### src/rtl/byte_seq_ctrl_if.sv
// Handshake bundle between a word producer, the byte sequencer and a byte consumer.
// out_last exists only when BYTE_SEQ_LAST_EN is defined.
interface byte_seq_ctrl_if;
  logic        in_valid;
  logic [31:0] in_data;
  logic        in_ready;
  logic        out_valid;
  logic [7:0]  out_data;
  logic        out_ready;
  logic        busy;
`ifdef BYTE_SEQ_LAST_EN
  logic        out_last;

  modport master (
    output in_valid, in_data, out_ready,
    input  in_ready, out_valid, out_data, busy, out_last
  );

  modport slave (
    input  in_valid, in_data, out_ready,
    output in_ready, out_valid, out_data, busy, out_last
  );
`else
  modport master (
    output in_valid, in_data, out_ready,
    input  in_ready, out_valid, out_data, busy
  );

  modport slave (
    input  in_valid, in_data, out_ready,
    output in_ready, out_valid, out_data, busy
  );
`endif
endinterface

### src/rtl/byte_seq_ctrl.sv
// Latches one 32-bit word and emits its four bytes, one per accepted output beat.
// Define BYTE_SEQ_LAST_EN to add out_last, flagging the final byte of each word.
module byte_seq_ctrl #(
  parameter bit MSB_FIRST = 1'b1
) (
  input  logic           clk,
  input  logic           reset,
  byte_seq_ctrl_if.slave bus
);

  typedef enum logic {IDLE, SEND} state_t;

  state_t      state, state_next;
  logic [31:0] word, word_next;
  logic [1:0]  idx, idx_next;
  logic [1:0]  sel;

  always_ff @(posedge clk) begin
    if (reset) begin
      state <= IDLE;
      word  <= '0;
      idx   <= '0;
    end else begin
      state <= state_next;
      word  <= word_next;
      idx   <= idx_next;
    end
  end

  // The last beat can reload the next word directly, so words stream without a gap.
  always_comb begin
    state_next    = state;
    word_next     = word;
    idx_next      = idx;
    bus.in_ready  = 1'b0;
    bus.out_valid = 1'b0;
    bus.busy      = 1'b0;
    case (state)
      IDLE: begin
        bus.in_ready = 1'b1;
        if (bus.in_valid) begin
          word_next  = bus.in_data;
          idx_next   = 2'd0;
          state_next = SEND;
        end
      end
      SEND: begin
        bus.out_valid = 1'b1;
        bus.busy      = 1'b1;
        bus.in_ready  = (idx == 2'd3) && bus.out_ready;
        if (bus.out_ready) begin
          if (idx != 2'd3) begin
            idx_next = idx + 2'd1;
          end else if (bus.in_valid) begin
            word_next = bus.in_data;
            idx_next  = 2'd0;
          end else begin
            idx_next   = 2'd0;
            state_next = IDLE;
          end
        end
      end
    endcase
  end

  assign sel          = MSB_FIRST ? (2'd3 - idx) : idx;
  assign bus.out_data = (state == SEND) ? word[{sel, 3'b000} +: 8] : 8'h00;

`ifdef BYTE_SEQ_LAST_EN
  assign bus.out_last = (state == SEND) && (idx == 2'd3);
`endif

endmodule

### src/flat_wrapper.sv
// flat-port wrapper written by rule: the top's interface ports become plain ports
module byte_seq_ctrl_flat 
#(
  parameter bit MSB_FIRST = 1'b1
)
  (clk, reset, bus_in_valid, bus_in_data, bus_out_ready, bus_in_ready, bus_out_valid, bus_out_data, bus_busy);
  byte_seq_ctrl_if bus_i ();
  input  logic clk;
  input  logic reset;
  input wire logic [$bits(bus_i.in_valid)-1:0] bus_in_valid;
  input wire logic [$bits(bus_i.in_data)-1:0] bus_in_data;
  input wire logic [$bits(bus_i.out_ready)-1:0] bus_out_ready;
  output wire logic [$bits(bus_i.in_ready)-1:0] bus_in_ready;
  output wire logic [$bits(bus_i.out_valid)-1:0] bus_out_valid;
  output wire logic [$bits(bus_i.out_data)-1:0] bus_out_data;
  output wire logic [$bits(bus_i.busy)-1:0] bus_busy;
  assign bus_i.in_valid = bus_in_valid;
  assign bus_i.in_data = bus_in_data;
  assign bus_i.out_ready = bus_out_ready;
  assign bus_in_ready = bus_i.in_ready;
  assign bus_out_valid = bus_i.out_valid;
  assign bus_out_data = bus_i.out_data;
  assign bus_busy = bus_i.busy;
  byte_seq_ctrl #(.MSB_FIRST(MSB_FIRST)) u_core (.clk(clk), .reset(reset), .bus(bus_i));
endmodule
### config.mk
export PLATFORM = sky130hd
export DESIGN_NAME = byte_seq_ctrl_flat
export DESIGN_NICKNAME = d
export VERILOG_FILES = /design/src/rtl/byte_seq_ctrl_if.sv /design/src/rtl/byte_seq_ctrl.sv /design/src/flat_wrapper.sv
export SDC_FILE = /design/constraint.sdc
export NUM_CORES = 1
export LEC_CHECK = 0
export ABC_AREA = 1
export BUFFER_PORTS_ARGS = -buffer_cell sky130_fd_sc_hd__clkbuf_2
export CORE_ASPECT_RATIO = 1.4
export CORE_MARGIN = 2
export CORE_UTILIZATION = 57
export DETAILED_ROUTE_END_ITERATION = 10
export GPL_TIMING_DRIVEN = 0
export PLACE_DENSITY = 0.84
export SLEW_MARGIN = 20
export SYNTH_ARGS = -nofsm -noshare
export SYNTH_HDL_FRONTEND = slang
export SYNTH_SLANG_ARGS = --single-unit
### constraint.sdc
create_clock -name clk -period 2.48 [get_ports clk]
set_input_delay 0.496 -clock clk [delete_from_list [all_inputs] [get_ports clk]]
set_output_delay 0.496 -clock clk [all_outputs]
set_load 0.01 [all_outputs]
==> results.toml <==
[outcome]
status = "finished, final reports clean"

[run]
cap_violations = 0

[power_and_ir_drop]
powerDensity_nw_per_um2 = 568.7
ir_drop_uv = 517.6
p_total_mw = 1.316
leakage_nw = 1.280

[sta]
min_period_ps = 2049
min_period_over_period = 0.8263
fmax_ghz = 0.4880
finalSetupTns_ps = 0
setup_viol = 0
max_slew_margin = 0.6903
final_max_slew_viol_count = 0
fin_skew_ps = 6.039
holdWs_ps = 401.2
rsz0062_at_grt = "false"
worst_pin_slew_ps = 464.5
hold_viol_final = 0

[worst_setup_path]
cp.arrival_ps = 1550
worstRegToRegCells = 7
startpoint = "u_core.idx[1]"
crit_fanout = 10
required_ps = 1980
r2r_start = "u_core.idx[0]"
criticalPathCategory = "reg2out"
startpoint_type = "flop"
crit_path_end_kind = "output port"

[clocking]
clk_pin_slew_worst_paths_ps = 70
postCtsSetupBuffers = 0
cts_hold_repair.buffers = 0
cts_tree = "done"
clk_path_buf_depth = 2
post_cts_resized = 0
clk_latency_ps = 280
clock_sinks = 35
root_buffer = "clkbuf_8"
cts-htree-levels = 2
numCtsBuffers = 5

[placement]
place_area_um2 = 2227
io_buffer_count = 45
dp_hpwl_um = 3443
gp_congestion = 0.8986

[grt]
overflow = 0
grt_pass1_wl_um = 7217
globalRouteTotalUtil = 0.2474
antenna_found_initial = 0
grt_max_degree = 11
grt_pass1_vias = 1831

[synthesis]
synth-xor-area-share = 0
synth_area_um2 = 1952
synth_mux_area_frac = 0
synth_top_family_by_area = "simple AND/OR/NAND/NOR gates"
yosysSeqAreaShare = 0.3590
synth-compound-area-share = 0.1128
yosysTopAreaCell = "dfxtp_1"
ys_ff_latch = 35
syn_inst = 323
synthDistinctLibCells = 15
synth_fp_nets = 360
netlist_top_cells_area = "dfxtp_1, nand2_1, inv_1"
synth.avg_cell_area_um2 = 6.043
synth_fa_ha_area_frac = 0.006410
yosys_warnings = 0
synth_top_area_share = 0.3590
synthSimpleGateAreaFrac = 0.3244

[floorplanning]
io_pins = 47
die_y_um = 73.24
fp.dieW_um = 53.46
core_um2 = 3316
rows = 25
fp.dieArea_um2 = 3915
start_util = 0.5887

[final_layout]
layout-drive-gt1-share = 0.1813
nNetsFinal = 412
stdcell_area_um2 = 2315
syn_to_final_growth_pct = 18.59
antennaDiodeCount = 0
final_util = 0.6981

[routing]
wirelength_um = 4495
final_antenna_net_count = 0
first_iter_violations = 68
via_per_inst = 4.940
drcViolationCount = 0
dr.pass1.iters = 4
wl_per_cell_um = 10.83
dr_total_vias = 2050

[worst_hold_path]
hp-start = "reset"
min_path_cells = 2
hold_path_class = "in2reg"
-- metrics by stage --
step,worst slack (ps),std cells
after CTS,437.4,415
after detailed placement,752.5,408
after floorplan,968.2,323
final,430.7,415
after global placement,757.7,408
after global routing,280.0,415
-- worst max-delay path, cell delays in order (launching register included) --
cell and delay, ps:
dfxtp_1 330, clkbuf_1 340, inv_1 230, nand3_1 150, a21oi_1 90, clkbuf_2 130
-- layer usage --
metal	global-route usage	vias to the layer above	wire length, um
li1	-	1082	-
met1	0.2852	916	1833
met2	0.4294	44	2389
met3	0.05328	8	190
met4	0.1026	0	81
met5	0	-	0
-- path summary, 6_finish.rpt --
path | end | slack (ps)
setup / recovery | bus_out_data[1] | 430
hold / removal | u_core.idx[1] | 400
setup reg to reg | u_core.word[18] | 1170
hold reg to reg | u_core.word[6] | 480
-- synthesized netlist by cell type (all sizes together) --
library cell / n
clkbuf: 6
o21ai: 1
ha: 1
a21oi: 43
dfxtp: 35
nor2: 33
nand3: 50
inv: 68
clkinv: 1
buf: 16
nand2: 69
-- cells in the final DEF (no fill, tap or decap), drive strengths merged --
master  netlist  layout
nor2         33      33
buf          16      16
nand3        50      50
inv          68      68
dfxtp        35      35
clkbuf        6      57
nand2        69      69
o21ai         1       1
clkinv        1       2
ha            1       1
a21oi        43      43
-- where the power goes --
part	total [mW]	internal (mW)	switching, mW
Combinational	0.271	0.113	0.158
Clock	0.415	0.218	0.198
Sequential	0.630	0.606	0.0241
-- logic make-up after synthesis --
logic type,after synthesis
simple gates,152
buf+inv,91
compound gates,44
flops,35
fa+ha+maj,1
-- layout make-up --
| class | instances | area, um^2 |
|---|---|---|
| repair buffers | 45 | 225.2 |
| multi-input cells | 197 | 865.8 |
| clock buffers | 6 | 82.58 |
| well taps | 40 | 50.05 |
| flip-flops and latches | 35 | 700.7 |
| fillers | 330 | 1001 |
| plain buffers | 22 | 126.4 |
| clock inverters | 1 | 5.005 |
| inverters | 69 | 259.0 |
-- state kept, by name, indices dropped and copies added (netlist names) --
| signal | flops |
|---|---|
| u_core.state | 1 |
| u_core.word | 32 |
| u_core.idx | 2 |
Note: power is estimated with default switching activity, not from simulation.
